[config.mk]
export PLATFORM = sky130hd
export DESIGN_NAME = pipelined_datapath
export DESIGN_NICKNAME = d
export VERILOG_FILES = /design/src/rtl/pipelined_datapath.sv
export SDC_FILE = /design/constraint.sdc
export NUM_CORES = 1
export LEC_CHECK = 0
export CAP_MARGIN = 20
export CORE_ASPECT_RATIO = 1.4
export CORE_MARGIN = 5
export CORE_UTILIZATION = 45
export CTS_CLUSTER_SIZE = 25
export DETAILED_ROUTE_END_ITERATION = 10
export GPL_ROUTABILITY_DRIVEN = 0
export PLACE_DENSITY_LB_ADDON = 0.15
export REMOVE_ABC_BUFFERS = 1
export SLEW_MARGIN = 40
export SYNTH_ARGS = -nofsm -noshare
export SYNTH_HDL_FRONTEND = slang
export SYNTH_SLANG_ARGS = --single-unit
[constraint.sdc]
create_clock -name I_CLK -period 8.59 [get_ports I_CLK]
set_clock_uncertainty 0.1 [all_clocks]
set_input_delay 0.859 -clock I_CLK [delete_from_list [all_inputs] [get_ports I_CLK]]
set_output_delay 0.859 -clock I_CLK [all_outputs]
set_load 0.05 [all_outputs]
[src/rtl/pipelined_datapath.sv]
// Three-stage CR16 datapath: S0 operand select with full forwarding, S1 operand latch + ALU,
// S2 result latch feeding register-file writeback.
module pipelined_datapath #(
  parameter int DATA_WIDTH     = 16,
  parameter int REG_COUNT      = 16,
  parameter int REG_ADDR_WIDTH = $clog2(REG_COUNT)
) (
  input  logic                      I_CLK,
  input  logic                      I_RESET,
  input  logic                      I_ENABLE,
  input  logic                      I_VALID,
  input  logic [3:0]                I_OPCODE,
  input  logic [REG_ADDR_WIDTH-1:0] I_REG_A_SELECT,
  input  logic [REG_ADDR_WIDTH-1:0] I_REG_B_SELECT,
  input  logic [REG_ADDR_WIDTH-1:0] I_REG_DEST_SELECT,
  input  logic                      I_WRITE,
  input  logic                      I_IMMEDIATE_SELECT,
  input  logic [DATA_WIDTH-1:0]     I_IMMEDIATE,
  input  logic                      I_REG_DATA_SELECT,
  input  logic [DATA_WIDTH-1:0]     I_REG_DATA,
  output logic [DATA_WIDTH-1:0]     O_A,
  output logic [DATA_WIDTH-1:0]     O_B,
  output logic [DATA_WIDTH-1:0]     O_RESULT_BUS,
  output logic                      O_RESULT_VALID,
  output logic [REG_ADDR_WIDTH-1:0] O_RESULT_DEST,
  output logic [4:0]                O_STATUS_FLAGS
);

  localparam int W  = DATA_WIDTH;
  localparam int AW = REG_ADDR_WIDTH;

  localparam logic [3:0] OP_ADD = 4'b0000;
  localparam logic [3:0] OP_SUB = 4'b0100;
  localparam logic [3:0] OP_AND = 4'b0110;
  localparam logic [3:0] OP_OR  = 4'b0111;
  localparam logic [3:0] OP_XOR = 4'b1000;
  localparam logic [3:0] OP_NOT = 4'b1001;
  localparam logic [3:0] OP_MOV = 4'b1010;
  localparam logic [3:0] OP_CMP = 4'b1100;

  logic [W-1:0]  rf_q [REG_COUNT];

  logic          s1_valid_q;
  logic [3:0]    s1_opcode_q;
  logic [AW-1:0] s1_dest_q;
  logic          s1_write_q;
  logic [W-1:0]  s1_a_q, s1_b_q;
  logic          s1_load_q;
  logic [W-1:0]  s1_load_data_q;

  logic          s2_valid_q;
  logic [AW-1:0] s2_dest_q;
  logic          s2_write_q;
  logic [W-1:0]  s2_result_q;

  logic [4:0]    flags_q;

  logic [W-1:0]  op_a_d, op_b_d;
  logic          write_d;
  logic [W-1:0]  s1_result;
  logic [W-1:0]  alu_res;
  logic          flags_upd;
  logic [4:0]    flags_d;
  logic [W:0]    sum_ext, diff_ext;
  logic          s1_fwd, s2_fwd;

  // CMP through the ALU never commits; folding that in here keeps forwarding honest.
  assign write_d = I_WRITE & ~((I_OPCODE == OP_CMP) & ~I_REG_DATA_SELECT);

  assign s1_fwd = s1_valid_q & s1_write_q;
  assign s2_fwd = s2_valid_q & s2_write_q;

  always_comb begin
    op_a_d = rf_q[I_REG_A_SELECT];
    if (s2_fwd && (s2_dest_q == I_REG_A_SELECT)) op_a_d = s2_result_q;
    if (s1_fwd && (s1_dest_q == I_REG_A_SELECT)) op_a_d = s1_result;

    op_b_d = rf_q[I_REG_B_SELECT];
    if (s2_fwd && (s2_dest_q == I_REG_B_SELECT)) op_b_d = s2_result_q;
    if (s1_fwd && (s1_dest_q == I_REG_B_SELECT)) op_b_d = s1_result;
    if (I_IMMEDIATE_SELECT) op_b_d = I_IMMEDIATE;
  end

  assign sum_ext  = {1'b0, s1_a_q} + {1'b0, s1_b_q};
  assign diff_ext = {1'b0, s1_a_q} - {1'b0, s1_b_q};

  // Flags are packed {C, L, F, Z, N}.
  always_comb begin
    alu_res   = '0;
    flags_upd = 1'b0;
    flags_d   = flags_q;
    case (s1_opcode_q)
      OP_ADD: begin
        alu_res   = sum_ext[W-1:0];
        flags_upd = 1'b1;
        flags_d   = {sum_ext[W], 1'b0,
                     (s1_a_q[W-1] == s1_b_q[W-1]) && (sum_ext[W-1] != s1_a_q[W-1]),
                     (sum_ext[W-1:0] == '0), sum_ext[W-1]};
      end
      OP_SUB, OP_CMP: begin
        alu_res   = diff_ext[W-1:0];
        flags_upd = 1'b1;
        flags_d   = {diff_ext[W], diff_ext[W],
                     (s1_a_q[W-1] != s1_b_q[W-1]) && (diff_ext[W-1] != s1_a_q[W-1]),
                     (s1_a_q == s1_b_q), ($signed(s1_a_q) < $signed(s1_b_q))};
      end
      OP_AND: alu_res = s1_a_q & s1_b_q;
      OP_OR:  alu_res = s1_a_q | s1_b_q;
      OP_XOR: alu_res = s1_a_q ^ s1_b_q;
      OP_NOT: alu_res = ~s1_a_q;
      OP_MOV: alu_res = s1_b_q;
      default: alu_res = '0;
    endcase
  end

  assign s1_result = s1_load_q ? s1_load_data_q : alu_res;

  always_ff @(posedge I_CLK) begin
    if (I_RESET) begin
      s1_valid_q     <= 1'b0;
      s1_opcode_q    <= '0;
      s1_dest_q      <= '0;
      s1_write_q     <= 1'b0;
      s1_a_q         <= '0;
      s1_b_q         <= '0;
      s1_load_q      <= 1'b0;
      s1_load_data_q <= '0;
      s2_valid_q     <= 1'b0;
      s2_dest_q      <= '0;
      s2_write_q     <= 1'b0;
      s2_result_q    <= '0;
      flags_q        <= '0;
    end else if (I_ENABLE) begin
      s1_valid_q     <= I_VALID;
      s1_opcode_q    <= I_OPCODE;
      s1_dest_q      <= I_REG_DEST_SELECT;
      s1_write_q     <= write_d;
      s1_a_q         <= op_a_d;
      s1_b_q         <= op_b_d;
      s1_load_q      <= I_REG_DATA_SELECT;
      s1_load_data_q <= I_REG_DATA;
      s2_valid_q     <= s1_valid_q;
      s2_dest_q      <= s1_dest_q;
      s2_write_q     <= s1_write_q;
      s2_result_q    <= s1_result;
      if (s1_valid_q && !s1_load_q && flags_upd) flags_q <= flags_d;
    end
  end

  always_ff @(posedge I_CLK) begin
    if (I_RESET) begin
      for (int i = 0; i < REG_COUNT; i++) rf_q[i] <= '0;
    end else if (I_ENABLE && s2_valid_q && s2_write_q) begin
      rf_q[s2_dest_q] <= s2_result_q;
    end
  end

  assign O_A            = s1_a_q;
  assign O_B            = s1_b_q;
  assign O_RESULT_BUS   = s2_result_q;
  assign O_RESULT_VALID = s2_valid_q;
  assign O_RESULT_DEST  = s2_dest_q;
  assign O_STATUS_FLAGS = flags_q;

endmodule
* After elaboration in Yosys (flattened, before gate mapping)
Memory sizes are Yosys's and may differ from the RTL's.
Index checks and enable logic that the tools add are counted.
** Storage, ports and cells
- Bits in registers :: 86
- RAM bits :: 256
- Output and inout port bits :: 58
- Memories :: 1
** Memory list
- rf_q :: depth 16, width 16, rd ports 2, clocked after memory_dff 0, write ports 16, line 41 : logic [W-1:0] rf_q [REG_COUNT];
** Operators by class
- $add $sub $neg :: 2
- Order comparisons :: 1
- Equal/unequal tests :: 17
- Multiplexer cells :: 17
- Bitwise logic cells :: 10
- Reduce and logical (&&, ||, !) cells :: 18
** Operator list (number)
- 16-bit 2-to-1 mux :: 7
- 16-bit one-hot mux with 7 select lines :: 1
- 4-bit equality test, second input constant :: 5
- 16-bit by 16-bit adder with 17-bit output :: 1
- 16-bit by 16-bit subtractor with 17-bit output :: 1
- 16-bit bitwise AND :: 1
- 16-bit equality test :: 1
- 4-bit equality test :: 4
- 16-bit logical NOT :: 1
- 16-bit < comparator :: 1
- 16-bit inverter :: 1
- 16-bit OR :: 1
- 16-bit OR reduction :: 1
- 16-bit XOR :: 1
- 4-bit by 3-bit equality test with 1-bit output, second input constant :: 3
- 1-bit logical AND :: 10
- 5-bit one-hot mux with 2 select lines :: 1
- 1-bit 2-to-1 mux :: 7
- 1-bit bitwise AND :: 4
- 4-bit logical NOT :: 1
- 4-bit 2-to-1 mux :: 1
- 1-bit != test :: 3
- 3-bit AND reduction :: 1
- 3-bit OR reduction :: 1
- 5 further kinds :: 6

* Depth between registers and ports, before layout
Gate-level depths: netlist (run 1).
- Depth after elaboration :: 7
- Depth in mapped cells :: 12
- Mapped depth without buffers :: 12

* Worst setup path after synthesis (run 1)
Ideal clock, no wire load.
- Path kind :: input port to flip-flop
- From :: input I_RESET
- To :: memory rf_q[14][0] in the netlist's numbering, enable pin
- Setup time :: 0.411 ns
- Data arrival time :: 2.799 ns
- Required time :: 8.079 ns
- Setup slack :: 5.279 ns
- Stages on the path :: 5
- Buffers on the path :: 0
- Cells stage by stage :: clkinv_1 nand2_1 nor2_1 nand3b_1 o21ai_0
** RTL lines
- start: declaration :: line 9 : input logic I_RESET,
- end: declaration :: line 41

==> results.md, run 1 <==
* Routed wire length at 61.9 mm
* Post-CTS resize count at 0
* Mapped Cells at 1734
* Largest net degree at the start of global routing at 55
* CTS sink count at 342
* Unrepaired setup endpoints after global routing: false
* Distinct cells, synth at 89
* Initial antenna violation count at 0
* Total number of vias at 14600
* Outcome: finished clean
* CTS root buffer: clkbuf_16
* Pleak at 8.75 nW
* Synth Warn # at 0
* Final HPWL DP at 45.5 mm
* Tcrit/Tclk final at 45.7%
* First-pass GRT wire length at 93.7 mm
* Initial Util at 45.4%
* Post-CTS setup buffer count at 0
* CP max stage cell: clkinv_1
* Critical path origin: I_RESET
* Die width at 192 um
* Final hold vios at 0
* Asr flop ratio synth at 0%
* Area contributors post-synth: edfxtp_1 37%, mux4_2 16%, dfxtp_1 8.3%
* Most used DFF post-synth: edfxtp_1
* Startpoint Class: input pin
* Sequential area share after synthesis at 45.2%
* CP most frequent cell: buf_4
* Fin area at 23600 um2
* Worst min path class: register to register
* Arr. time, crit path at 4.06 ns
* Total iterations of the first detailed-routing run at 5
* Top-area cell type share of the netlist area at 36.9%
* Number of synthesized flops with an enable pin at 256
* VDD IR max at 0.000123 V
* TritonCTS clock tree: yes
* Worst-path clk slew at 0.06 ns
* Leading area contributor after synthesis: edfxtp_1
* Power, Total at 4.27 mW
* Crit path buf inv count at 3
* Met1 usage at 28.1%
* Slew @ Worst Pin at 0.932 ns
* Crit path capture type: register
* Cell Pwr Density at 181 nW/um2
* Fill count at 4044
* Cts bufs inserted at 36
* Register bit total from synthesis at 342
* H-tree levels at 2
* Routed wire per std cell at 25.5 um
* Avg Inst Size Synth at 12.0 um2
* DIE AREA at 50700 um2
* Placed cell areas at 22400 um2
* Min Tclk post-route at 3.93 ns
* Later-pin clock latency in the skew report at 0.54 ns
* MaxCap Viol Count at 0
* Max-slew headroom at 37.7%
* Setup ws final at 4.66 ns
* Slowest stage delay, CP at 0.78 ns
* Vias/cell at 6.02
* Setup WS pre-CTS at 4.17 ns
* Met3 Use GR at 3.02%
* Port Buffers at 112
* Io pins at 113
* Layer with the highest usage: met2
* DR iter-0 viols at 1099
* Mapped cell area at 20800 um2
* Worst reg2reg startpoint: O_A[8]$_SDFFE_PP0P_
* Slew Limit Fails at 0
* Critical path class: input pin to register
* Crit path cell chain: buf_4 > clkinv_1 > nand2_1 > nor2_1 > nand3b_1 > nor3b_1 > buf_4 > or2_2
* Global Route Usage Sum at 24.2%
* GR Overflow Total at 0
* CTS max path bufs at 3
* Die H at 264 um
* CP delay by family, top: simple AND/OR/NAND/NOR gates
* Core ar. at 45800 um2
* Setup TNS at 0 ns
* Vias in the first global route at 15000
* Rows at 93
* Met2 usage at 44.7%
* WP data required at 8.72 ns
* Fraction of layout cells with a size suffix above 1 at 17.1%
* Antenna Nets Post-Route at 0
* Hold_buf cts at 0
* Non-filler instance count after layout at 2427
* Setup violators final at 0
* CP max FO at 43
* Layout area overhead at 13.4%
* Residual DRC count at 0
* Placed Cells at 2363
* Fmax at 254 MHz
* Fin nets at 1892
* Ant diodes at 0
* Hold_sp: O_STATUS_FLAGS[0]$_SDFFE_PP0P_
[worst register-to-register path: stages (launching register included)]
cell and delay, ns:
dfxtp_1 0.51, inv_1 0.08, ha_1 0.66, nor4_2 0.17, o21a_1 0.15, a31o_2 0.24
o31ai_1 0.72, a21oi_1 0.21, nand4b_1 0.24, a31oi_1 0.35, a211oi_1 0.13
[state kept, by name (all words and copies together) (netlist names)]
name / flops
O_RESULT_DEST: 4
s1_load_q: 1
rf_q: 256
s1_valid_q: 1
O_RESULT_BUS: 16
s2_write_q: 1
O_B: 16
O_A: 16
O_RESULT_VALID: 1
s1_opcode_q: 4
O_STATUS_FLAGS: 5
s1_load_data_q: 16
s1_write_q: 1
s1_dest_q: 4
[routing by layer]
| metal | wire, um | vias to the layer above |
|---|---|---|
| li1 | - | 6626 |
| met1 | 22600 | 7250 |
| met2 | 33300 | 571 |
| met3 | 3160 | 163 |
| met4 | 2860 | 0 |
| met5 | 0 | - |
[path summary, 6_finish.rpt]
check                                    to  slack (ns)  cells past startpoint
max                rf_q[6][2]$_SDFFCE_PN0P_        4.66                      8
min          O_STATUS_FLAGS[0]$_SDFFE_PP0P_        0.35                      2
max reg2reg            O_A[15]$_SDFFE_PP0P_        4.89                     10
min reg2reg  O_STATUS_FLAGS[0]$_SDFFE_PP0P_        0.35                      2
[cell usage after synthesis, drive strengths merged (9+ instances only)]
library cell and instances:
and2 259, edfxtp 256, mux4 160, nor2 134, clkbuf 94, dfxtp 86
nand2 75, a21oi 64, mux2i 60, o21ai 56, buf 52, ha 51
inv 50, a211oi 35, nor3 21, xnor2 20, mux2 18, nand4 15
xor2 15, o22ai 13, nand2b 12, nand3 12, nor2b 11, o31ai 11
or2 11, nor4 10, a21o 9, o211ai 9
[through the flow]
step | util [%] | hold slack (ns)
after global placement | 48.8 | 0.335
after floorplan | - | 0.352
after global routing | 51.5 | 0.377
after CTS | 51.5 | 0.349
final | 51.5 | 0.346
after detailed placement | 48.9 | 0.339
[kinds of logic after synthesis]
kind of cell	Yosys count	synth area share [%]
AND/OR/NAND/NOR	588	15.2
flip-flops	342	45.2
AO/OA/AOI/OAI	281	9.25
multiplexers	238	21.5
buffers and inverters	197	4.12
adder cells (fa/ha/maj)	53	3.26
XOR/XNOR	35	1.47
[placed cells by master (no fill, tap or decap), types with 34 or more instances in the layout]
cell type        instances
nand2_1                 75
and2_1                 259
a211oi_1                34
clkdlybuf4s50_1        106
mux4_2                 144
a21oi_1                 63
o21ai_0                 41
ha_1                    51
edfxtp_1               256
inv_1                   49
nor2_1                 127
buf_4                   50
clkbuf_16               38
mux2i_1                 60
dfxtp_1                 82
[area by class of cell]
| type | instances | area, um2 | area share (%) |
|---|---|---|---|
| Inverter | 51 | 191 | 0.811 |
| Timing Repair Buffer | 158 | 1450 | 6.13 |
| Clock buffer | 45 | 1020 | 4.31 |
| Clock inverter | 19 | 175 | 0.742 |
| Sequential cell | 342 | 9410 | 39.9 |
| Multi-Input combinational cell | 1195 | 10600 | 44.8 |
| Tap cell | 617 | 772 | 3.27 |
[power by group]
| group | switching, mW | internal (mW) |
|---|---|---|
| logic | 0.441 | 0.305 |
| clock network | 0.668 | 0.932 |
| registers | 0.0853 | 1.84 |
Power figures use the tool's default switching activity.
==> run 2, diff against run 1 <==
==> constraint.sdc (replaced) <==
create_clock -name I_CLK -period 3.7 [get_ports I_CLK]
set_clock_uncertainty 0.1 [all_clocks]
set_input_delay 0.37 -clock I_CLK [delete_from_list [all_inputs] [get_ports I_CLK]]
set_output_delay 0.37 -clock I_CLK [all_outputs]
set_load 0.05 [all_outputs]
==> run 2 against run 1 <==
Against the previous run: die area is the same; total power grew 130%; via count shrank 0.21%; largest power group unchanged; clock power grew 130%; hold slack lost 0.052 ns; register-to-register slack lost 4.5 ns; sequential cell count is the same; sequential power grew 130%; cell count grew 1.5%; global-route usage is essentially flat; first-iteration DRC count shrank 11%; cell area grew 1.2%.
==> results.md, run 2 (synthesis results as in run 1) <==
* Outcome: finished clean
* Layout area overhead at 14.7%
* Critical path origin: O_A[0]$_SDFFE_PP0P_
* Crit Reg-Reg Endpoint: O_A[14]$_SDFFE_PP0P_
* Max reg flops at 256
* FF/Latch Area at 9410 um2
* Crit path buf inv count at 0
* DIE AREA at 50700 um2
* Hold_sp: I_ENABLE
* Initial antenna violation count at 0
* Setup TNS at 0 ns
* Post-CTS setup buffer count at 0
* CP delay by family, top: compound AO/OA/AOI/OAI gates
* Later-pin clock latency in the skew report at 0.55 ns
* Hold_buf cts at 0
* Global Route Usage Sum at 24.2%
* DR iter-0 viols at 979
* Tcrit/Tclk final at 89.2%
* Fill count at 4043
* Met1 usage at 27.9%
* H-tree levels at 2
* Routed wire length at 62.1 mm
* CTS root buffer: clkbuf_16
* Worst min path class: input pin to register
* Met2 usage at 44.1%
* Crit path cell chain: ha_1 > fa_1 > a211oi_1 > o21ai_0 > nand2_1 > o2111ai_2 > mux2i_1 > a221o_1 > o21a_1 > o31a_1
* Total number of vias at 14600
* Hold endpoint: O_STATUS_FLAGS[3]$_SDFFE_PP0P_
* Final HPWL DP at 46.6 mm
* Placed cell areas at 22700 um2
* Biggest register: rf_q
* Die width at 192 um
* Slowest stage delay, CP at 0.46 ns
* Antenna Nets Post-Route at 0
* Fin area at 23900 um2
* TritonCTS clock tree: yes
* Slew Limit Fails at 0
* Most frequent cells in the layout: 259 x and2_1, 256 x edfxtp_1, 144 x mux4_2, 134 x nor2_1, 106 x clkdlybuf4s50_1
* Vias in the first global route at 15100
* CP max FO at 5
* Net switching fraction of the power at 28.4%
* Setup violators final at 0
* Worst reg-to-reg path cell count at 10
* Cell Int Power at 7.07 mW
* Port Buffers at 112
* VDD IR max at 0.000289 V
* Io pins at 113
* Cell Pwr Density at 413 nW/um2
* Fraction of layout cells with a size suffix above 1 at 17.8%
* Largest net degree at the start of global routing at 102
* Multi-input gate area at 10500 um2
* Clock power share at 36.8%
* Flop2flop setup slack at 0.40 ns
* MaxCap Viol Count at 0
* GR Overflow Total at 0
* Ant diodes at 0
* WP data required at 4.02 ns
* Die H at 264 um
* Final hold vios at 0
* Unrepaired setup endpoints after global routing: false
* Min Tclk post-route at 3.30 ns
* Fmax at 303 MHz
* Worst-path clk slew at 0.06 ns
* Routed wire per std cell at 25.2 um
* Residual DRC count at 0
* Pleak at 8.92 nW
* Post-CTS resize count at 0
* Layer with the highest usage: met2
* Cts bufs inserted at 37
* Crit path capture type: register
* Rows at 93
* First-pass GRT wire length at 93.3 mm
* Slew @ Worst Pin at 0.774 ns
* Startpoint Class: register
* Worst reg2reg startpoint: O_A[0]$_SDFFE_PP0P_
* Psw at 2.80 mW
* Vias/cell at 5.92
* Core ar. at 45800 um2
* Initial Util at 45.4%
* Seq pwr share at 45.0%
* Met3 Use GR at 2.91%
* CP max stage cell: fa_1
* CTS sink count at 342
* WHS Path Cells at 5
* Max-slew headroom at 48.0%
* CTS max path bufs at 3
* Commonest non-fill, non-tap cell in the layout: and2_1
* Fin nets at 1928
* Arr. time, crit path at 3.62 ns
* Critical path class: register to register
* Comb power frac at 18.2%
* Total iterations of the first detailed-routing run at 6
[run 2: worst register-to-register path, cell delays in order (launching register included)]
cell and delay (ns):
dfxtp_1 0.35, ha_1 0.27, fa_1 0.47, a211oi_1 0.29, o21ai_0 0.24, nand2_1 0.31, o2111ai_2 0.24, mux2i_1 0.17
a221o_1 0.29, o21a_1 0.19, o31a_1 0.27
[run 2: area by class of cell]
class	count	area share (%)
sequential	342	39.4
inverter	51	0.802
clock buffer	43	3.97
tap	617	3.23
timing repair buffer	193	7.53
clock inverter	22	0.854
multi-input combinational	1195	44.2
[run 2: worst max-delay path by stage]
stage	cells after the start	to	slack (ns)
5_1_grt	10	O_RESULT_BUS[11]$_SDFFE_PP0P_	0.21
4_1_cts	10	O_A[13]$_SDFFE_PP0P_	0.43
3_5_place_dp	10	O_A[13]$_SDFFE_PP0P_	0.46
2_1_floorplan	10	O_A[14]$_SDFFE_PP0P_	0.50
3_3_place_gp	10	O_A[13]$_SDFFE_PP0P_	0.52
6_report	10	O_A[14]$_SDFFE_PP0P_	0.40
[run 2: metal layers]
| layer | up-vias | routed length, um |
|---|---|---|
| met2 | 512 | 32900 |
| met1 | 7217 | 22600 |
| li1 | 6689 | - |
| met4 | 0 | 3490 |
| met3 | 162 | 3150 |
| met5 | - | 0 |
[run 2: power groups by stage]
| stage | sequential, mW | combinational [mW] | clock [mW] |
|---|---|---|---|
| finish | 4.44 | 1.80 | 3.63 |
| global route | 4.47 | 1.91 | 3.84 |
| CTS | 4.44 | 1.79 | 3.70 |
| detailed placement | 4.52 | 1.78 | 0 |
| global placement | 4.50 | 1.77 | 0 |
| floorplan | 4.62 | 0.909 | 0 |
[run 2: per-stage QoR]
stage | power, mW | setup slack [ns] | util [%] | instances | hold WS [ns]
6_report | 9.86 | 0.401 | 52.1 | 2463 | 0.293
5_1_grt | 10.2 | 0.213 | 52.1 | 2463 | 0.310
4_1_cts | 9.93 | 0.431 | 52.1 | 2463 | 0.272
3_5_place_dp | 6.30 | 0.461 | 49.5 | 2398 | 0.343
3_3_place_gp | 6.27 | 0.518 | 49.5 | 2398 | 0.341
2_1_floorplan | 5.53 | 0.495 | - | 1588 | 0.339
